==> src/rtl/bist_pkg.sv <==
// Shared types and helpers for the arithmetic-cell self-test controller.
// Latency: n/a (types, constants and pure functions only).
// Backpressure: n/a.
package bist_pkg;

    typedef enum logic [1:0] {
        ST_IDLE    = 2'd0,
        ST_TEST    = 2'd1,
        ST_COMPARE = 2'd2,
        ST_DONE    = 2'd3
    } bist_state_t;

    localparam int LFSR_W = 3;
    localparam int MISR_W = 4;
    localparam int CNT_W  = 3;

    localparam logic [MISR_W-1:0] GOLDEN_SIG_DEFAULT = 4'b0110;

    // Maximal-length 3-bit sequence: 001,010,101,011,111,110,100.
    function automatic logic [LFSR_W-1:0] lfsr_next(input logic [LFSR_W-1:0] q);
        return {q[1:0], q[2] ^ q[1]};
    endfunction

    // Signature register: feedback from m[3]^m[2] into bit 0, response bits
    // folded in at positions 0 and 1.
    function automatic logic [MISR_W-1:0] misr_next(input logic [MISR_W-1:0] m,
                                                    input logic [1:0]        d);
        logic [MISR_W-1:0] n;
        n[0] = m[3] ^ m[2] ^ d[0];
        n[1] = m[0] ^ d[1];
        n[2] = m[1];
        n[3] = m[2];
        return n;
    endfunction

endpackage

==> src/rtl/full_adder_cut.sv <==
// 1-bit full adder used as the circuit under test, with optional sum stuck-at-0.
// Latency: purely combinational, zero cycles.
// Backpressure: none.
// Ports: a, b, cin - operands; sum, carry - adder result.
module full_adder_cut #(
    parameter bit INJECT_FAULT = 1'b0
) (
    input  logic a,
    input  logic b,
    input  logic cin,
    output logic sum,
    output logic carry
);

    // The stuck-at fault lets the signature path be shown to catch a defect.
    assign sum   = INJECT_FAULT ? 1'b0 : (a ^ b ^ cin);
    assign carry = (a & b) | (a & cin) | (b & cin);

endmodule

==> src/rtl/bist_controller.sv <==
// BIST wrapper: LFSR drives a full-adder CUT, MISR compresses, signature compared to golden.
// Latency: 9 cycles from the first edge with testmode high to a valid fault_detected.
// Backpressure: none; dropping testmode mid-run aborts to IDLE, fault_detected is kept.
// Ports: clock/reset (sync, active-high); w,x,y functional inputs; testmode run/hold;
//        data_out applied CUT vector {a,b,cin}; dataIn CUT response {carry,sum};
//        dataOut MISR signature; fault_detected registered pass/fail flag.
module bist_controller
    import bist_pkg::*;
#(
    parameter logic [LFSR_W-1:0] LFSR_SEED    = 3'b001,
    parameter int                NUM_PATTERNS = 7,
    parameter logic [MISR_W-1:0] GOLDEN_SIG   = GOLDEN_SIG_DEFAULT,
    parameter bit                INJECT_FAULT = 1'b0
) (
    input  logic              clock,
    input  logic              reset,
    input  logic              w,
    input  logic              x,
    input  logic              y,
    input  logic              testmode,
    output logic [2:0]        data_out,
    output logic [1:0]        dataIn,
    output logic [MISR_W-1:0] dataOut,
    output logic              fault_detected
);

    localparam logic [CNT_W-1:0] LAST_CNT = CNT_W'(NUM_PATTERNS - 1);

    bist_state_t       state;
    logic [LFSR_W-1:0] lfsr;
    logic [MISR_W-1:0] misr;
    logic [CNT_W-1:0]  cnt;

    // LFSR owns the CUT in TEST and COMPARE; otherwise it sees the functional inputs.
    assign data_out = ((state == ST_TEST) || (state == ST_COMPARE)) ? lfsr : {w, x, y};
    assign dataOut  = misr;

    full_adder_cut #(
        .INJECT_FAULT (INJECT_FAULT)
    ) u_cut (
        .a     (data_out[2]),
        .b     (data_out[1]),
        .cin   (data_out[0]),
        .sum   (dataIn[0]),
        .carry (dataIn[1])
    );

    always_ff @(posedge clock) begin
        if (reset) begin
            state          <= ST_IDLE;
            lfsr           <= LFSR_SEED;
            misr           <= '0;
            cnt            <= '0;
            fault_detected <= 1'b0;
        end else begin
            case (state)
                ST_IDLE: begin
                    lfsr <= LFSR_SEED;
                    misr <= '0;
                    cnt  <= '0;
                    if (testmode) begin
                        state          <= ST_TEST;
                        fault_detected <= 1'b0;
                    end
                end
                ST_TEST: begin
                    if (!testmode) begin
                        // Abort: reseed at once so IDLE starts from a clean slate.
                        state <= ST_IDLE;
                        lfsr  <= LFSR_SEED;
                        misr  <= '0;
                        cnt   <= '0;
                    end else begin
                        misr <= misr_next(misr, dataIn);
                        lfsr <= lfsr_next(lfsr);
                        cnt  <= cnt + 1'b1;
                        if (cnt == LAST_CNT) begin
                            state <= ST_COMPARE;
                        end
                    end
                end
                ST_COMPARE: begin
                    if (!testmode) begin
                        state <= ST_IDLE;
                        lfsr  <= LFSR_SEED;
                        misr  <= '0;
                        cnt   <= '0;
                    end else begin
                        fault_detected <= (misr != GOLDEN_SIG);
                        state          <= ST_DONE;
                    end
                end
                ST_DONE: begin
                    // Signature and verdict hold until testmode is released.
                    if (!testmode) begin
                        state <= ST_IDLE;
                        lfsr  <= LFSR_SEED;
                        misr  <= '0;
                        cnt   <= '0;
                    end
                end
                default: begin
                    state <= ST_IDLE;
                end
            endcase
        end
    end

endmodule

==> config.mk <==
export PLATFORM = sky130hd
export DESIGN_NAME = bist_controller
export DESIGN_NICKNAME = d
export VERILOG_FILES = /design/src/rtl/bist_pkg.sv /design/src/rtl/full_adder_cut.sv /design/src/rtl/bist_controller.sv
export SDC_FILE = /design/constraint.sdc
export NUM_CORES = 1
export LEC_CHECK = 0
export CORE_MARGIN = 1.5
export CORE_UTILIZATION = 50
export CTS_CLUSTER_SIZE = 12
export DETAILED_ROUTE_END_ITERATION = 8
export PLACE_DENSITY = 0.86
export SLEW_MARGIN = 0
export SYNTH_ARGS = -nofsm -noshare
export SYNTH_HDL_FRONTEND = slang
export SYNTH_SLANG_ARGS = --single-unit
==> constraint.sdc <==
create_clock -name clock -period 2.9 [get_ports clock]
set_clock_uncertainty 0.05 [all_clocks]
set_input_delay 0.29 -clock clock [delete_from_list [all_inputs] [get_ports clock]]
set_output_delay 0.29 -clock clock [all_outputs]
set_load 0.05 [all_outputs]
Yosys cells after proc, flatten, opt, wreduce, memory -nomap -nowiden --
Index checks and enable logic that the tools add are counted.
Cells by class: reduce and logical (&&, ||, !) cells 6, mux-type cells 19, add/subtract/negate cells 1, equality and inequality tests 10, bitwise logic cells 11
Operator list (number):
- $pmux W3 S3 | 2
- $mux W3 | 5
- $pmux W4 S3 | 1
- $mux W2 | 5
- $mux W4 | 2
- $ne A2 B2 Y1 const B | 4
- $pmux W2 S4 | 1
- $reduce_and A3 Y1 | 2
- $xor A1 B1 Y1 | 6
- $eq A2 B2 Y1 const B | 2
- $ne A4 B3 Y1 const B | 1
- $add A3 B1 Y3 const B | 1
- $and A1 B1 Y1 | 3
- $eq A3 B3 Y1 const B | 1
- $ne A3 B2 Y1 const B | 1
- $eq A2 B1 Y1 const B | 1
- $logic_not A2 Y1 | 1
- $mux W1 | 2
- $or A1 B1 Y1 | 2
- $pmux W1 S2 | 1
- $reduce_bool A2 Y1 | 1
- $reduce_or A2 Y1 | 1
- $logic_or A1 B1 Y1 | 1
Storage, ports and cells: input port bits 6, output and inout port bits 10, flip-flop bits (word level) 13, logic and storage cells 52

Longest topological paths before layout --
Gate-level depths: netlist of run 1.
word-level depth 9, depth in mapped cells 9, depth with buffers taken out 8

Hierarchy --
A second synthesis of run 1 with hierarchy kept.
Unflattened totals: cells, all modules 82, area total of the unflattened synthesis 762.0 um^2
By module, submodules not included:
- bist_controller | sequential area each 260.2 um^2, times used 1, area each 742.0 um^2, cells an instance 81
- full_adder_cut | sequential area each 0.0 um^2, times used 1, area each 20.0 um^2, cells an instance 1

Worst setup path before layout of run 1 --
OpenSTA, ideal clock, no wires.
path kind register to output, start reg state[0], end out dataIn[0], data required time 2560 ps, stages on the path, launching flop included 8, path buffers 2, arrival 1986 ps, setup slack 574 ps, cell sequence dfxtp_1 inv_1 ha_1 buf_2 mux2_2 ha_1 xnor2_1 buf_4
On the way: word-level cells in the longest chain between the ends 5, elaborated cells on any way between the ends 6, classes of those cells eq/ne: 2; mux: 1; bitwise: 2; reduce/logical: 1
RTL lines:
- from (decl) | line bist_controller.sv:29 | bist_state_t state;
- from (signal assigned) | line bist_controller.sv:50 | state <= ST_IDLE;
- from (signal assigned) | line bist_controller.sv:62 | state <= ST_TEST;
- from (signal assigned) | line bist_controller.sv:69 | state <= ST_IDLE;
- $eq A2 B1 Y1 or $eq A2 B2 Y1 (tied branches) | line bist_controller.sv:35 | assign data_out = ((state == ST_TEST) || (state == ST_COMPARE)) ? lfsr : {w, x, y};
- $logic_or A1 B1 Y1 (*) | line bist_controller.sv:35
- $mux W3 (*) | line bist_controller.sv:35
- $xor A1 B1 Y1 | line full_adder_cut.sv:16 | assign sum = INJECT_FAULT ? 1'b0 : (a ^ b ^ cin);
- $xor A1 B1 Y1 (*) | line full_adder_cut.sv:16
- to (decl) | line bist_controller.sv:22 | output logic [1:0] dataIn,
Every way passes the cells marked *; elsewhere a longest branch is shown, timed or not.

Worst setup path in the final report of run 1 --
Ends and elaborated chain as after synthesis.

==> results.ini, run 1 <==
[clock_tree]
clk_latency_ns=0.29
post-cts-setup-buffer-count=0
hold_buffers=0
h-tree-depth=1
cts_tree=built
clockBufferDepth=2
path_clk_slew_ns=0.08
cts-root-buf=clkbuf_4
cts_sinks=13
cts_buffers=3

[place]
dp_cells=123
gp_congestion=0.830
io_buffer_count=15
place_hpwl_mm=1.32
post-place-ws_ns=0.372

[cells_and_area]
syn2layout_area_growth_pct=17.2
nNetsFinal=127
final_layout_size_suffix_gt1_frac=0.126
final_cells=127
diodes=0

[floorplan]
die_h_um=44.7
start_util=0.559
io_pins=16
fp.dieW_um=44.7
num_rows=14
die-area_um2=2000
coreArea_um2=1560

[timing]
finalHoldViolations=0
finalSetupViolations=0
finalCritPeriodShare=0.940
finalCriticalPeriod_ns=2.73
setup_slack_ns=0.174
rsz0062_at_grt=no
worstMarginPinSlew_ns=0.630
slew_headroom=0.579
slew_viol_final=0
tns_ns=0
hold_ws_ns=0.432
fmax_mhz=367

[min_path]
hp-class=flop to flop

[routing]
drc=0
post_drt_wl_per_cell_um=14.2
postRouteAntennaNets=0
drtIter0Drc=12
avgViaCountPerCell=5.72
drt-total-wl_mm=1.80
num_vias=727
firstDrtPassIters=4

[logic_synthesis]
synth_cell_types=30
synth_top_area_frac=0.299
syn_inst=102
async_flop_share=0
synthesis.area_um2=871
synth_area_per_cell_um2=8.54
ys.warnings.count=0
synth_flop_cell=dfxtp_1
synthTopCellsByArea=dfxtp_1 30%, ha_1 13%, mux2_2 5.2%, buf_4 4.3%, nand2_1 4.3%
synth-seq-cells=13
synth_edf_count=0
ys_seq_area_frac=0.299
syn-num-nets=117
synthTopCellsByCount=13 x dfxtp_1, 10 x nand2_1, 9 x ha_1, 9 x inv_1
yosysTopAreaCell=dfxtp_1
synth.most_common_cell=dfxtp_1

[run]
drv_cap=0

[global_routing]
grtUsageTotal=0.219
grt_pass1_wl_mm=3.15
antenna_found_initial=0
grt_pass1_vias=685
grt_max_degree=14
grt.overflow.total=0

[critical_path]
required_ns=2.56
path_max_fanout=7
cpLargestDelayFamily=adder cells
cp-end-kind=primary output
crit_chain=inv_1 > ha_2 > mux2_2 > ha_1 > xnor2_2 > buf_12
worstSetupPathType=flop to primary output
cpPeakStageDelay_ns=0.44
critPathLaunchType=flop
critical-path-slowest-cell=ha_2
critPathBufInv=2
worstPathArrival_ns=2.39

[power_and_ir_drop]
power_density_nw_per_um2=506
leakage_nw=0.382
vdd_drop_max_v=0.000353
design_power_total_uw=516

[outcome]
status=complete, no violations

[per-layer routing]
| layer | vias up | track usage | wire length (um) | share of wire |
|---|---|---|---|---|
| met1 | 346 | 0.283 | 880 | 0.49 |
| met4 | 0 | 0.103 | 28 | 0.016 |
| met2 | 9 | 0.319 | 823 | 0.46 |
| met3 | 5 | 0.0840 | 72 | 0.040 |
| li1 | 367 | - | - | - |
| met5 | - | 0 | 0 | 0 |
[stage by stage]
step	cell area, um2	utilization
floorplan	871	-
global placement	981	0.629
detailed placement	981	0.629
CTS	1010	0.647
global route	1020	0.655
finish	1020	0.655
[state kept, by name, indices dropped and copies added (netlist names)]
signal,cells
cnt,3
state,2
lfsr,3
fault_detected,1
dataOut,4
[report_power, final]
part | total, mW | internal, mW | leakage, nW | switching (mW)
clock | 0.119 | 0.0515 | 0.0177 | 0.0677
sequential | 0.193 | 0.185 | 0.105 | 0.00782
combinational | 0.205 | 0.0863 | 0.259 | 0.118
total | 0.516 | 0.323 | 0.382 | 0.194
[layout make-up]
| type | instances | area, um2 |
|---|---|---|
| sequential | 13 | 260 |
| fill | 137 | 538 |
| clock inverter | 1 | 5.00 |
| multi-input combinational | 70 | 519 |
| inverter | 9 | 33.8 |
| tap | 16 | 20.0 |
| clock buffer | 3 | 22.5 |
| timing repair buffer | 15 | 160 |
[placed cells by master (no fill, tap or decap), types with 2 or more instances in the layout]
| master | synthesis | final |
|---|---|---|
| dfxtp_1 | 13 | 13 |
| clkdlybuf4s50_1 | 0 | 12 |
| nand2_1 | 10 | 10 |
| inv_1 | 9 | 9 |
| ha_1 | 9 | 8 |
| nor2_1 | 7 | 7 |
| a21oi_1 | 7 | 7 |
| mux2_2 | 4 | 4 |
| nand4_1 | 4 | 4 |
| nor3_1 | 3 | 3 |
| o21ai_0 | 3 | 3 |
| clkbuf_4 | 0 | 3 |
| mux2i_1 | 2 | 2 |
| o211ai_1 | 2 | 2 |
| xnor2_1 | 3 | 2 |
| nand3_1 | 2 | 2 |
| a21boi_0 | 2 | 2 |
| a211oi_1 | 2 | 2 |
[tightest hold or removal path, delay by kind of cell, from the launching register on]
| kind | cells | cell delay, ns |
|---|---|---|
| AND/OR/NAND/NOR | 1 | 0.06 |
| AO/OA/AOI/OAI | 1 | 0.05 |
| flip-flops | 1 | 0.33 |
[cells by family (layout without fill, tap and decap cells)]
logic type | after synthesis | in the layout | synth area share
buffers and inverters | 19 | 28 | 0.116
AO/OA/AOI/OAI | 21 | 21 | 0.175
multiplexers | 6 | 6 | 0.0747
flip-flops | 13 | 13 | 0.299
XOR/XNOR | 3 | 3 | 0.0302
adder cells (fa/ha/maj) | 9 | 9 | 0.129
AND/OR/NAND/NOR | 31 | 31 | 0.175
[final timing paths]
path	from	endpoint	slack, ns	cells after the start
max	state[0]	dataIn[0]	0.17	6
min	dataOut[3]	dataOut[3]	0.43	2
max reg2reg	state[0]	dataOut[0]	0.67	7
min reg2reg	dataOut[3]	dataOut[3]	0.43	2
[timing repair]
item | CTS | global route
gates resized for setup | 0 | 3
hold endpoints to repair | 0 | 0
endpoints found under the setup margin | 0 | 1
No activity file was read; power rests on OpenSTA's default activity.
==> run 2, diff against run 1 <==
Settings changed: CELL_PAD_IN_SITES_DETAIL_PLACEMENT from default to 1, CELL_PAD_IN_SITES_GLOBAL_PLACEMENT from default to 1, CORE_UTILIZATION 50 to 37, PLACE_DENSITY 0.86 to 0.85, SKIP_LAST_GASP from default to 1.
==> results.ini, run 2 (same netlist as run 1, synthesis figures left out) <==
[power_and_ir_drop]
power_density_nw_per_um2=499  ; -1.2%
p_sw_frac=0.372  ; -0.00311
leakage_nw=0.380  ; -0.45%
vdd_drop_max_v=0.000301  ; -15%
clockPowerShare=0.228  ; -0.003
p_sw_uw=192  ; -0.97%
p_int_uw=324  ; +0.35%
seqPwrFrac=0.373  ; about the same
combPwrFrac=0.399  ; +0.003

[global_routing]
grtUsageTotal=0.174  ; -0.0449
grt_pass1_vias=755  ; +10%
grt_max_degree=14  ; unchanged
grt.overflow.total=0  ; unchanged
grt_pass1_wl_mm=3.39  ; +7.9%
antenna_found_initial=0  ; unchanged

[cells_and_area]
seq_area_um2=260  ; unchanged
final_util=0.467  ; -0.188
final_area_um2=1030  ; +1.1%
multiInputGateArea_um2=517  ; -0.48%
final_cells=139  ; +9.4%
final_cell_mix=13 x dfxtp_1, 12 x clkdlybuf4s50_1, 10 x nand2_1
fill_cells=284  ; +110%
diodes=0  ; unchanged
syn2layout_area_growth_pct=18.5
nNetsFinal=127  ; unchanged
final_layout_size_suffix_gt1_frac=0.108  ; -0.0180
final_common_cell=dfxtp_1
largest_reg_flops=4  ; unchanged

[timing]
rsz0062_at_grt=yes
setup_slack_ns=0.109  ; -0.0653 ns
finalCriticalPeriod_ns=2.79  ; +0.0653 ns
finalHoldViolations=0  ; unchanged
finalCritPeriodShare=0.963  ; +0.0225
fmax_mhz=358  ; -2.3%
finalSetupViolations=0  ; unchanged
slew_viol_final=0  ; unchanged
slew_headroom=0.565  ; -0.0138
worstMarginPinSlew_ns=0.650  ; +0.0207 ns

[place]
post-place-ws_ns=0.347  ; -0.0255 ns
gp_congestion=0.928  ; +12%
placed_area_um2=996  ; +1.5%
dp_cells=135  ; +9.8%
io_buffer_count=15  ; unchanged
place_hpwl_mm=1.57  ; +19%

[clock_tree]
post-cts-setup-buffer-count=0  ; unchanged
hold_buffers=0  ; unchanged
cts_sinks=13  ; unchanged
h-tree-depth=1  ; unchanged
clk_latency_ns=0.29  ; about the same
path_clk_slew_ns=0.09  ; about the same
clockBufferDepth=2  ; unchanged
cts-root-buf=clkbuf_4
cts_buffers=3  ; unchanged
cts_tree=built

[routing]
wl_met3_um=59  ; -18%
post_drt_wl_per_cell_um=14.5  ; +1.7%
dr.max_layer_used=met4
drc=0  ; unchanged
drtIter0Drc=12  ; unchanged
avgViaCountPerCell=5.37  ; -6.1%
num_vias=747  ; +2.8%
met2_length_um=971  ; +18%
drt-met1-wl_um=926  ; +5.2%
postRouteAntennaNets=0  ; unchanged
drt-total-wl_mm=2.01  ; +11%
firstDrtPassIters=4  ; unchanged

[critical_path]
critPathLaunchType=flop
crit_chain=inv_1 > ha_1 > mux2_2 > ha_1 > xnor2_2 > buf_12
critical-path-slowest-cell=ha_1
cp-end-kind=primary output
cpPeakStageDelay_ns=0.50  ; +0.06 ns
worstSetupPathType=flop to primary output
cpMostUsedCell=ha_1
path_max_fanout=7  ; unchanged
worstPathArrival_ns=2.45  ; +0.06 ns
required_ns=2.56  ; about the same

[floorplan]
fp.dieW_um=51.5  ; +15%
start_util=0.394  ; -0.165
num_rows=17  ; +3
io_pins=16  ; unchanged
die-area_um2=2650  ; +33%
coreArea_um2=2210  ; +42%
die_h_um=51.5  ; +15%

[run]
drv_cap=0  ; unchanged

[min_path]
hp-class=flop to flop

[outcome]
status=complete, no violations

run 2: cell count changes in the layout (fill, tap and decap cells not counted), sizes merged:
cell	change
clkbuf	+1
clkinv	-1
run 2: metrics by stage:
step                      TNS, ns  hold WS, ns  power [mW]
after global routing      -0.0127        0.481       0.542
after floorplan                 0        0.357       0.351
after global placement          0        0.405       0.392
after CTS                       0        0.440       0.514
final                           0        0.438       0.516
after detailed placement        0        0.426       0.398
run 2: metal layers:
metal / track usage / vias to the layer above
li1: - / 371
met1: 0.223 / 356
met2: 0.278 / 14
met3: 0.0402 / 6
met4: 0.0789 / 0
met5: 0 / -
run 2: timing repair:
item | in CTS | in global routing
setup endpoints to repair | 0 | 1
endpoints found under the hold margin | 0 | 0
resized for setup | 0 | 2
run 2: final cells by class:
class,count,area share
sequential,13,0.252
timing repair buffer,15,0.155
clock buffer,4,0.0255
tap,28,0.0339
multi-input combinational,70,0.501
inverter,9,0.0327
run 2: path summary, 6_finish.rpt:
path / from / to / slack, ns / cells after the start
min reg2reg: dataOut[3] / dataOut[3] / 0.44 / 2
max: state[0] / dataIn[0] / 0.11 / 6
max reg2reg: state[0] / dataOut[0] / 0.60 / 6
min: dataOut[3] / dataOut[3] / 0.44 / 2
run 2: critical path, delay by kind of cell (launching register included):
kind	cells	cell delay [ns]
muxes	1	0.38
adders and majority gates	2	0.83
xor gates and xnor gates	1	0.27
DFF	1	0.39
buffers and inverters	2	0.30
run 2: power groups by stage:
stage	logic (mW)	registers, mW	clock network [mW]
after floorplan	0.152	0.199	0
after detailed placement	0.201	0.197	0
after global routing	0.220	0.194	0.129
final	0.206	0.192	0.118
after CTS	0.202	0.192	0.120
after global placement	0.196	0.196	0
==> run 3, diff against run 2 <==
Settings changed: ABC_AREA from default to 1, PLACE_DENSITY 0.85 to 0.87.
==> results.ini, run 3 <==
[critical_path]
cpPeakStageDelay_ns=0.40  ; -0.10 ns
critPathLaunchType=flop
cpMostUsedCell=ha_1
reg2regPathDepth=10  ; +4
regToRegEndpoint=dataOut[0]
worstPathArrival_ns=2.32  ; -0.13 ns
r2r_start=state[0]
critical-path-slowest-cell=dfxtp_1
worstSetupPathType=flop to primary output
cp-end-kind=primary output
critPathLaunch=state[0]
required_ns=2.56  ; about the same
path_max_fanout=8  ; +1
crit_chain=inv_1 > ha_1 > o21ai_0 > ha_1 > nand3b_1 > nand2_2 > inv_2 > buf_4
ff2ff_setup_slack_ns=0.69  ; +0.09 ns
endpoint=dataIn[0]

[timing]
finalHoldViolations=0  ; unchanged
finalSetupViolations=0  ; unchanged
finalCriticalPeriod_ns=2.66  ; -0.128 ns
slew_headroom=0.669  ; +0.104
worstMarginPinSlew_ns=0.495  ; -0.155 ns
tns_ns=0  ; unchanged
hold_ws_ns=0.449  ; +0.0108 ns
setup_slack_ns=0.237  ; +0.128 ns
finalCritPeriodShare=0.918  ; -0.0441
rsz0062_at_grt=no
fmax_mhz=375  ; +4.8%
slew_viol_final=0  ; unchanged

[clock_tree]
clockBufferDepth=2  ; unchanged
cts-root-buf=clkbuf_4
cts_tree=built
cts_buffers=3  ; unchanged
path_clk_slew_ns=0.09  ; about the same
cts.repair.resized=0  ; unchanged
h-tree-depth=1  ; unchanged
clk_latency_ns=0.28  ; about the same
cts_sinks=13  ; unchanged
post-cts-setup-buffer-count=0  ; unchanged
hold_buffers=0  ; unchanged

[global_routing]
grt_max_degree=14  ; unchanged
grt.overflow.total=0  ; unchanged
antenna_found_initial=0  ; unchanged
grtUsageTotal=0.165  ; -0.00859
grt_pass1_vias=826  ; +9.4%
grt_pass1_wl_mm=3.42  ; +0.82%

[logic_synthesis]
synth_cell_types=26  ; -13%
synth_edf_count=0  ; unchanged
synth_area_per_cell_um2=7.43  ; -13%
synth_top_area_frac=0.283  ; -0.0162
ys.warnings.count=0  ; unchanged
synth_flop_cell=dfxtp_1
syn-num-nets=139  ; +19%
yosysTopAreaCell=dfxtp_1
ys_seq_area_frac=0.283  ; -0.0162
synthTopCellsByCount=29 x nand2_1, 17 x inv_1, 13 x dfxtp_1
synth.most_common_cell=nand2_1
syn_inst=124  ; +22%
synthesis.area_um2=921  ; +5.7%
synth-seq-cells=13  ; unchanged
synthTopCellsByArea=dfxtp_1 28%, ha_1 12%, nand2_1 12%, inv_1 6.9%, nand2_2 5.4%
async_flop_share=0  ; unchanged

[routing]
drtIter0Drc=13  ; +1
drc=0  ; unchanged
firstDrtPassIters=4  ; unchanged
drt-total-wl_mm=2.01  ; about the same
postRouteAntennaNets=0  ; unchanged
post_drt_wl_per_cell_um=12.3  ; -15%
avgViaCountPerCell=4.85  ; -9.7%
num_vias=796  ; +6.6%

[floorplan]
start_util=0.405  ; +0.0110
io_pins=16  ; unchanged
coreArea_um2=2280  ; +2.9%
fp.dieW_um=52.9  ; +2.7%
die-area_um2=2800  ; +5.4%
num_rows=17  ; unchanged
die_h_um=52.9  ; +2.7%

[place]
io_buffer_count=15  ; unchanged
placed_area_um2=1030  ; +3.9%
gp_congestion=0.773  ; -17%
post-place-ws_ns=0.555  ; +0.209 ns
place_hpwl_mm=1.63  ; +3.6%

[min_path]
hp-class=flop to flop
min_from=lfsr[0]

[power_and_ir_drop]
leakage_nw=0.470  ; +24%
power_density_nw_per_um2=518  ; +3.7%
vdd_drop_max_v=0.000265  ; -12%

[cells_and_area]
largest_reg_flops=4  ; unchanged
diodes=0  ; unchanged
final_cell_mix=29 x nand2_1, 17 x inv_1, 13 x dfxtp_1, 13 x clkdlybuf4s50_1, 9 x ha_1
final_area_um2=1060  ; +2.8%
syn2layout_area_growth_pct=15.2
final_layout_size_suffix_gt1_frac=0.176  ; +0.0684
final_common_cell=nand2_1
nNetsFinal=152  ; +20%

[run]
drv_cap=0  ; unchanged

[outcome]
status=complete, no violations

-- run 3: cell types whose count changed in the layout (fill, tap and decap cells not counted), moves of 3 or more --
cell     before  now
inv_2         0    3
nand2_2       0    8
nor2_1        7    4
inv_1         9   17
mux2_2        4    0
o21ai_1       0    4
nand4_1       4    0
nand3_2       0    3
nand2_1      10   29
-- run 3: metal layers --
layer,up-vias,global-route usage,routed length [um]
li1,408,-,-
met1,376,0.189,916
met2,12,0.310,1030
met3,0,0.0339,64
met4,0,0.0385,0
met5,-,0,0
-- run 3: kinds of logic after synthesis --
family                     share of synthesized area
xor gates and xnor gates                     0.00951
AOI/OAI and AO/OA                              0.141
buffers and inverters                          0.154
adders and majority gates                      0.122
DFF                                            0.283
and+or+nand+nor                                0.291
-- run 3: worst max-delay path: cells and delay by family (launching register included) --
family / cells / cell delay, ns
and+or+nand+nor: 2 / 0.27
adders and majority gates: 2 / 0.71
AOI/OAI and AO/OA: 1 / 0.31
buffers and inverters: 3 / 0.33
DFF: 1 / 0.40
-- run 3: worst min path at each step --
stage	slack [ns]	cells after the start	end
after floorplan	0.40	2	lfsr[1]
after global placement	0.43	2	dataOut[3]
after detailed placement	0.44	2	dataOut[3]
after CTS	0.45	2	dataOut[3]
after global routing	0.48	2	lfsr[1]
final	0.45	2	lfsr[1]
-- run 3: where the power goes --
group / switching [mW] / internal [mW] / total, mW
sequential: 0.00842 / 0.187 / 0.195
clock: 0.0620 / 0.0533 / 0.115
combinational: 0.161 / 0.0786 / 0.239
-- run 3: area by class of cell --
| class | count | area [um2] |
|---|---|---|
| Clock buffer | 4 | 26.3 |
| Fill cell | 300 | 1210 |
| Inverter | 20 | 75.1 |
| Multi-Input combinational cell | 84 | 519 |
| Sequential cell | 13 | 260 |
| Tap cell | 28 | 35.0 |
| Timing Repair Buffer | 15 | 145 |
-- run 3: through the flow --
stage	utilization	cells	power, mW
global route	0.466	164	0.585
finish	0.466	164	0.550
floorplan	-	124	0.401
detailed placement	0.455	160	0.441
global placement	0.455	160	0.432
CTS	0.466	164	0.556
